`config.mk`:
```
export PLATFORM = sky130hd
export DESIGN_NAME = lpffir_arbiter_flat
export DESIGN_NICKNAME = d
export VERILOG_FILES = /design/src/rtl/lpffir_arbiter_pkg.sv /design/src/rtl/lpffir_arbiter_if.sv /design/src/rtl/lpffir_arbiter_tag_fifo.sv /design/src/rtl/lpffir_arbiter.sv /design/src/flat_wrapper.sv
export SDC_FILE = /design/constraint.sdc
export NUM_CORES = 1
export LEC_CHECK = 0
export ABC_CLOCK_PERIOD_IN_PS = 2300
export CAP_MARGIN = 10
export CORE_MARGIN = 2
export CORE_UTILIZATION = 31
export DETAILED_ROUTE_END_ITERATION = 8
export PLACE_DENSITY_LB_ADDON = 0.2
export SLEW_MARGIN = 10
export SYNTH_ARGS = -nofsm -noshare
export SYNTH_HDL_FRONTEND = slang
export SYNTH_SLANG_ARGS = --single-unit
```
`constraint.sdc`:
```
create_clock -name aclk_i -period 2.3 [get_ports aclk_i]
set_input_delay 0.46 -clock aclk_i [delete_from_list [all_inputs] [get_ports aclk_i]]
set_output_delay 0.46 -clock aclk_i [all_outputs]
set_load 0.05 [all_outputs]
```
`src/rtl/lpffir_arbiter_pkg.sv`:
```
// Shared types for the two-channel front end of the shared low-pass FIR core.
// This covers the FSM state, the channel id and a one-hot helper for the grant output.
package lpffir_pkg;

  localparam int LPFFIR_DATA_W = 16;

  typedef enum logic {
    IDLE = 1'b0,
    LOCK = 1'b1
  } arb_state_t;

  typedef logic [0:0] chan_id_t;

  function automatic logic [1:0] chan_onehot(chan_id_t c);
    return c[0] ? 2'b10 : 2'b01;
  endfunction

endpackage

```
`src/rtl/lpffir_arbiter_if.sv`:
```
// AXI-Stream style beat channel (data, valid, last, ready).
// The module that drives data uses master; the module that consumes it uses slave.
interface lpffir_arbiter_if
  import lpffir_pkg::*;
#(
  parameter int DATA_W = LPFFIR_DATA_W
) ();

  logic [DATA_W-1:0] tdata;
  logic              tvalid;
  logic              tlast;
  logic              tready;

  modport master (output tdata, output tvalid, output tlast, input tready);
  modport slave  (input tdata, input tvalid, input tlast, output tready);

endinterface

```
`src/rtl/lpffir_arbiter_tag_fifo.sv`:
```
// In-flight channel-tag FIFO: records which requester owns each beat inside the FIR core.
// DEPTH must be a power of two so that the pointers wrap naturally.
module lpffir_tag_fifo
  import lpffir_pkg::*;
#(
  parameter int DEPTH = 4
) (
  input  logic     aclk_i,
  input  logic     aresetn_i,
  input  logic     push,
  input  chan_id_t push_tag,
  input  logic     pop,
  output logic     full,
  output logic     empty,
  output chan_id_t head
);

  localparam int PTR_W = $clog2(DEPTH);
  localparam int CNT_W = PTR_W + 1;

  logic [PTR_W-1:0] wr_ptr;
  logic [PTR_W-1:0] rd_ptr;
  logic [CNT_W-1:0] count;
  chan_id_t         mem [DEPTH];
  logic             push_ok;
  logic             pop_ok;

  assign full    = (count == CNT_W'(DEPTH));
  assign empty   = (count == '0);
  assign head    = mem[rd_ptr];
  assign push_ok = push & ~full;
  assign pop_ok  = pop & ~empty;

  always_ff @(posedge aclk_i or negedge aresetn_i) begin
    if (!aresetn_i) begin
      wr_ptr <= '0;
      rd_ptr <= '0;
      count  <= '0;
    end else begin
      if (push_ok) wr_ptr <= wr_ptr + PTR_W'(1);
      if (pop_ok)  rd_ptr <= rd_ptr + PTR_W'(1);
      case ({push_ok, pop_ok})
        2'b10:   count <= count + CNT_W'(1);
        2'b01:   count <= count - CNT_W'(1);
        default: count <= count;
      endcase
    end
  end

  // Tag storage is qualified by count, so it needs no reset.
  always_ff @(posedge aclk_i) begin
    if (push_ok) mem[wr_ptr] <= push_tag;
  end

endmodule

```
`src/rtl/lpffir_arbiter.sv`:
```
// Two-requester packet arbiter in front of one shared FIR core, with tag-ordered output routing.
// Grants are held per packet, data passes with zero added latency, and core beats arriving with no tag raise err_o.
module lpffir_arbiter
  import lpffir_pkg::*;
#(
  parameter int DATA_W    = LPFFIR_DATA_W,
  parameter int TAG_DEPTH = 4
) (
  input  logic             aclk_i,
  input  logic             aresetn_i,
  lpffir_arbiter_if.slave  s0,
  lpffir_arbiter_if.slave  s1,
  lpffir_arbiter_if.master core_rx,
  lpffir_arbiter_if.slave  core_tx,
  lpffir_arbiter_if.master m0,
  lpffir_arbiter_if.master m1,
  output logic [1:0]       grant_o,
  output logic             err_o
);

  arb_state_t        state_q, state_d;
  chan_id_t          owner_q, owner_d;
  chan_id_t          last_q, last_d;

  logic              fifo_full;
  logic              fifo_empty;
  chan_id_t          fifo_head;

  logic [DATA_W-1:0] sel_tdata;
  logic              sel_tvalid;
  logic              sel_tlast;
  logic              lock;
  logic              rx_ready;
  logic              rx_accept;
  logic              tx_pop;

  always_comb begin
    if (owner_q == 1'b1) begin
      sel_tdata  = s1.tdata;
      sel_tvalid = s1.tvalid;
      sel_tlast  = s1.tlast;
    end else begin
      sel_tdata  = s0.tdata;
      sel_tvalid = s0.tvalid;
      sel_tlast  = s0.tlast;
    end
  end

  always_ff @(posedge aclk_i or negedge aresetn_i) begin
    if (!aresetn_i) begin
      state_q <= IDLE;
      owner_q <= 1'b0;
      last_q  <= 1'b1;
    end else begin
      state_q <= state_d;
      owner_q <= owner_d;
      last_q  <= last_d;
    end
  end

  // Round-robin favours the channel that did not send the previous packet.
  always_comb begin
    state_d = state_q;
    owner_d = owner_q;
    last_d  = last_q;
    case (state_q)
      IDLE: begin
        if ((s0.tvalid || s1.tvalid) && !fifo_full) begin
          state_d = LOCK;
          owner_d = (s0.tvalid && s1.tvalid) ? ~last_q : chan_id_t'(s1.tvalid);
        end
      end
      LOCK: begin
        if (rx_accept && sel_tlast) begin
          state_d = IDLE;
          last_d  = owner_q;
        end
      end
      default: state_d = IDLE;
    endcase
  end

  assign lock     = (state_q == LOCK);
  assign grant_o  = lock ? chan_onehot(owner_q) : 2'b00;

  // A full tag FIFO stalls the core input so every accepted beat gets a tag.
  assign core_rx.tdata  = sel_tdata;
  assign core_rx.tlast  = sel_tlast;
  assign core_rx.tvalid = lock & sel_tvalid & ~fifo_full;
  assign rx_ready       = lock & core_rx.tready & ~fifo_full;
  assign s0.tready      = rx_ready & ~owner_q[0];
  assign s1.tready      = rx_ready & owner_q[0];
  assign rx_accept      = core_rx.tvalid & core_rx.tready;

  assign m0.tdata  = core_tx.tdata;
  assign m0.tlast  = core_tx.tlast;
  assign m1.tdata  = core_tx.tdata;
  assign m1.tlast  = core_tx.tlast;
  assign m0.tvalid = core_tx.tvalid & ~fifo_empty & ~fifo_head[0];
  assign m1.tvalid = core_tx.tvalid & ~fifo_empty & fifo_head[0];

  // Untagged core beats are swallowed; the reset term keeps ready low while held in reset.
  assign core_tx.tready = aresetn_i &
                          (fifo_empty ? 1'b1 : (fifo_head[0] ? m1.tready : m0.tready));
  assign tx_pop         = core_tx.tvalid & core_tx.tready & ~fifo_empty;

  always_ff @(posedge aclk_i or negedge aresetn_i) begin
    if (!aresetn_i)                         err_o <= 1'b0;
    else if (core_tx.tvalid && fifo_empty)  err_o <= 1'b1;
  end

  lpffir_tag_fifo #(
    .DEPTH (TAG_DEPTH)
  ) u_tag_fifo (
    .aclk_i    (aclk_i),
    .aresetn_i (aresetn_i),
    .push      (rx_accept),
    .push_tag  (owner_q),
    .pop       (tx_pop),
    .full      (fifo_full),
    .empty     (fifo_empty),
    .head      (fifo_head)
  );

endmodule
```
`src/flat_wrapper.sv`:
```
// flat-port wrapper written by rule: the top's interface ports become plain ports
module lpffir_arbiter_flat import lpffir_pkg::*;
#(
  parameter int DATA_W    = LPFFIR_DATA_W,
  parameter int TAG_DEPTH = 4
)
  (aclk_i, aresetn_i, grant_o, err_o, s0_tdata, s0_tvalid, s0_tlast, s0_tready, s1_tdata, s1_tvalid, s1_tlast, s1_tready, core_rx_tdata, core_rx_tvalid, core_rx_tlast, core_rx_tready, core_tx_tdata, core_tx_tvalid, core_tx_tlast, core_tx_tready, m0_tdata, m0_tvalid, m0_tlast, m0_tready, m1_tdata, m1_tvalid, m1_tlast, m1_tready);
  lpffir_arbiter_if #(.DATA_W(DATA_W)) s0_i ();
  lpffir_arbiter_if #(.DATA_W(DATA_W)) s1_i ();
  lpffir_arbiter_if #(.DATA_W(DATA_W)) core_rx_i ();
  lpffir_arbiter_if #(.DATA_W(DATA_W)) core_tx_i ();
  lpffir_arbiter_if #(.DATA_W(DATA_W)) m0_i ();
  lpffir_arbiter_if #(.DATA_W(DATA_W)) m1_i ();
  input  logic aclk_i;
  input  logic aresetn_i;
  output logic [1:0] grant_o;
  output logic err_o;
  input wire logic [$bits(s0_i.tdata)-1:0] s0_tdata;
  input wire logic [$bits(s0_i.tvalid)-1:0] s0_tvalid;
  input wire logic [$bits(s0_i.tlast)-1:0] s0_tlast;
  output wire logic [$bits(s0_i.tready)-1:0] s0_tready;
  input wire logic [$bits(s1_i.tdata)-1:0] s1_tdata;
  input wire logic [$bits(s1_i.tvalid)-1:0] s1_tvalid;
  input wire logic [$bits(s1_i.tlast)-1:0] s1_tlast;
  output wire logic [$bits(s1_i.tready)-1:0] s1_tready;
  output wire logic [$bits(core_rx_i.tdata)-1:0] core_rx_tdata;
  output wire logic [$bits(core_rx_i.tvalid)-1:0] core_rx_tvalid;
  output wire logic [$bits(core_rx_i.tlast)-1:0] core_rx_tlast;
  input wire logic [$bits(core_rx_i.tready)-1:0] core_rx_tready;
  input wire logic [$bits(core_tx_i.tdata)-1:0] core_tx_tdata;
  input wire logic [$bits(core_tx_i.tvalid)-1:0] core_tx_tvalid;
  input wire logic [$bits(core_tx_i.tlast)-1:0] core_tx_tlast;
  output wire logic [$bits(core_tx_i.tready)-1:0] core_tx_tready;
  output wire logic [$bits(m0_i.tdata)-1:0] m0_tdata;
  output wire logic [$bits(m0_i.tvalid)-1:0] m0_tvalid;
  output wire logic [$bits(m0_i.tlast)-1:0] m0_tlast;
  input wire logic [$bits(m0_i.tready)-1:0] m0_tready;
  output wire logic [$bits(m1_i.tdata)-1:0] m1_tdata;
  output wire logic [$bits(m1_i.tvalid)-1:0] m1_tvalid;
  output wire logic [$bits(m1_i.tlast)-1:0] m1_tlast;
  input wire logic [$bits(m1_i.tready)-1:0] m1_tready;
  assign s0_i.tdata = s0_tdata;
  assign s0_i.tvalid = s0_tvalid;
  assign s0_i.tlast = s0_tlast;
  assign s0_tready = s0_i.tready;
  assign s1_i.tdata = s1_tdata;
  assign s1_i.tvalid = s1_tvalid;
  assign s1_i.tlast = s1_tlast;
  assign s1_tready = s1_i.tready;
  assign core_rx_tdata = core_rx_i.tdata;
  assign core_rx_tvalid = core_rx_i.tvalid;
  assign core_rx_tlast = core_rx_i.tlast;
  assign core_rx_i.tready = core_rx_tready;
  assign core_tx_i.tdata = core_tx_tdata;
  assign core_tx_i.tvalid = core_tx_tvalid;
  assign core_tx_i.tlast = core_tx_tlast;
  assign core_tx_tready = core_tx_i.tready;
  assign m0_tdata = m0_i.tdata;
  assign m0_tvalid = m0_i.tvalid;
  assign m0_tlast = m0_i.tlast;
  assign m0_i.tready = m0_tready;
  assign m1_tdata = m1_i.tdata;
  assign m1_tvalid = m1_i.tvalid;
  assign m1_tlast = m1_i.tlast;
  assign m1_i.tready = m1_tready;
  lpffir_arbiter #(.DATA_W(DATA_W), .TAG_DEPTH(TAG_DEPTH)) u_core (.aclk_i(aclk_i), .aresetn_i(aresetn_i), .s0(s0_i), .s1(s1_i), .core_rx(core_rx_i), .core_tx(core_tx_i), .m0(m0_i), .m1(m1_i), .grant_o(grant_o), .err_o(err_o));
endmodule
```
==> impl_metrics.tcl <==
set metrics [dict create \
    worstPathMaxFanout 3 \
    hold_path_end "u_core.err_o" \
    yosysMostFrequentCell "buf_4" \
    clock_sinks 15 \
    syn_to_final_growth_pct 51.4 \
    synth-simple-area-share_pct 11.9 \
    seqPwrFrac_pct 19.5 \
    synth_edf_count 4 \
    ant_nets 0 \
    async_flop_share_pct 73.3 \
    syn_nets 196 \
    syn_area_per_cell_um2 10.0 \
    p_sw_share_pct 47.8 \
    min_from "u_core.err_o" \
    r2r_slack_ps 110 \
    antenna_cells 0 \
    ff2ff_path_depth 10 \
    synthXorXnorAreaFrac_pct 3.34 \
    antenna_found_initial 0 \
    die-area_um2 4770 \
    cts_tree "done" \
    holdPathStages 1 \
    synth-adder-area-share_pct 6.30 \
    synth_area_leaders "buf_4 (19%), dfrtp_1 (19%), mux2_2 (15%)" \
    rr_startpoint "u_core.u_tag_fifo.rd_ptr[1]" \
    grt_pass1_wl_mm 5.14 \
    reg2reg_to "u_core.u_tag_fifo.count[2]" \
    grt_overflow_total 0 \
    vias 1025 \
    synth-seq-area-share_pct 30.2 \
    path_cells "mux2i_2 > mux2i_2 > mux2i_2 > nor2_1 > ha_2 > inv_1 > fa_2 > xor2_1 > nor2_1 > xor2_1" \
    netlist_top_cells_count "buf_4 (34), mux2_2 (17), dfrtp_1 (10)" \
    final-setup-viol-count 0 \
    clk_latency_ps 240 \
    wl_per_cell_um 13.7 \
    timing.final.ws_setup_ps 111 \
    worstMarginPinSlew_ps 490 \
    synthFlopType "dfrtp_1" \
    max_stage_delay_ps 410 \
    grt_pass1_vias 1099 \
    start_util_pct 32.5 \
    cts_buffer_depth 2 \
    p_leak_nw 0.850 \
    remaining_drc_errors 0 \
    hold_viol_final 0 \
    hold_path_class "reg2reg" \
    finalCritPeriodShare_pct 95.2 \
    cp-startpoint "u_core.u_tag_fifo.rd_ptr[1]" \
    fin_skew_ps 0.831 \
    portBuffers 67 \
    critPathTopFamily "multiplexers" \
    synth.distinct_cells 31 \
    synth_compound_area_share_pct 4.01 \
    startpoint_type "flip-flop" \
    fp.dieW_um 69.0 \
    comb_power_share_pct 72.2 \
    max_slew_margin_pct 67.2 \
    num_io_pins 119 \
    numCtsBuffers 3 \
    grt_use_total_pct 13.0 \
    fp-row-count 23 \
    synth_top_area_share_pct 19.5 \
    cpMostUsedCell "mux2i_2" \
    drt_iter0_drc 9 \
    maxCapViolations 0 \
    ys_warn_count 0 \
    switching_power_mw 1.20 \
    synth_top_family_by_area "buffers and inverters" \
    layout.cells.non_filler 230 \
    crit_buf_inv 1 \
    cp_data_required_time_ps 2470 \
    status "finished clean" \
    min_period_ps 2190 \
    synthesis.area_um2 1310 \
    slew_violations 0 \
    p_per_area_nw_per_um2 1260 \
    synth_mux_area_share_pct 21.6 \
    cts-root-buf "clkbuf_8" \
    synth_cells 131 \
    p_int_mw 1.31 \
    synth-seq-cells 15 \
    wirelength_mm 3.14 \
    clk_pin_slew_ps 60 \
    grt_start_max_net_pins 27 \
    nets 246 \
    crit_path_end_kind "flip-flop" \
    hold_buffers 0 \
    setup-tns-final_ps 0 \
    pwr-share-clk_pct 8.3 \
    post-place-ws_ps -106 \
    cp.arrival_ps 2360 \
    fmax_mhz 457 \
    yosysTopAreaCell "buf_4" \
    vdd_drop_max_uv 540 \
    htreeDepth 1 \
    critical_path_class "reg2reg" \
    fp.coreArea_um2 4030 \
    routed_via_density 4.46 \
    crit_path_top_delay_cell "dfrtp_2" \
    drive_gt1_share_pct 39.4 \
    first_pass_iters 4 \
    dp.cells 222 \
    fp.dieH_um 69.0 \
    dp_hpwl_mm 2.60 \
    gp_congestion 0.755 \
]
==> flip-flops by register name, summed over array words and instances (netlist names) <==
signal,flops
u_core.err_o,1
u_core.last_q,1
u_core.owner_q,1
u_core.u_tag_fifo.count,3
u_core.u_tag_fifo.wr_ptr,2
u_core.u_tag_fifo.mem,4
u_core.lock,1
u_core.u_tag_fifo.rd_ptr,2
==> cells in the final DEF (no fill, tap or decap), types with 2 or more instances in the layout <==
master	netlist	final
o21ai_0	4	4
nor2_1	5	5
mux2i_2	0	4
xnor2_1	2	2
ha_1	5	4
xor2_1	3	3
inv_1	9	9
mux2_2	17	17
dfrtp_1	10	9
buf_4	34	32
nand2_1	5	5
buf_12	0	7
mux2i_1	8	4
nand3_1	2	2
and2_1	6	6
edfxtp_1	4	4
clkdlybuf4s50_1	0	42
clkbuf_8	0	3
==> kinds of logic after synthesis <==
family,after synthesis
AO/OA/AOI/OAI,8
buffers and inverters,45
multiplexers,26
XOR/XNOR,5
flip-flops,15
AND/OR/NAND/NOR,26
adder cells (fa/ha/maj),6
==> routing by layer <==
layer,routed length [um],GRT usage (%),part of all wire (%),vias up
li1,-,-,-,501
met1,1070,12.9,34,474
met2,1770,25.5,56,37
met3,260,4.24,8.3,13
met4,46,3.49,1.5,0
met5,0,0,0,-
==> cell type report <==
class                   count  area (um2)
clock buffers               3        41.3
inverters                   9        33.8
fillers                   386        2040
multi-input cells          71         644
clock inverters             1        5.00
flip-flops and latches     15         398
well taps                  50        62.6
repair buffers             81         801
==> power by group through the flow <==
stage,combinational (mW),sequential [mW],clock [mW]
floorplan,1.28,0.490,0
global placement,1.73,0.479,0
detailed placement,1.76,0.484,0
CTS,1.77,0.486,0.217
global route,1.93,0.506,0.233
finish,1.81,0.489,0.209
==> metrics by stage <==
stage	utilization (%)	total power [mW]	hold slack, ps	area (um2)
4_1_cts	48.2	2.47	489	1940
2_1_floorplan	-	1.77	164	1320
3_5_place_dp	46.9	2.24	472	1890
6_report	49.3	2.50	487	1990
5_1_grt	49.3	2.67	527	1990
3_3_place_gp	46.9	2.21	462	1890
==> how the worst max path moves through the flow <==
stage | end | cells past startpoint | slack [ps]
floorplan | core_rx_tvalid | 2 | 120
finish | u_core.u_tag_fifo.count[2] | 10 | 110
CTS | u_core.u_tag_fifo.count[2] | 10 | 0.3
global route | u_core.u_tag_fifo.count[2] | 10 | -10
global placement | u_core.u_tag_fifo.count[2] | 10 | -40
detailed placement | u_core.u_tag_fifo.count[2] | 10 | -110
==> repair_timing <==
item	in CTS	in global routing
setup buffers	0	4
endpoints found under the setup margin	1	2
pin swaps	0	3
resized for setup	2	5
Power figures use the tool's default switching activity.
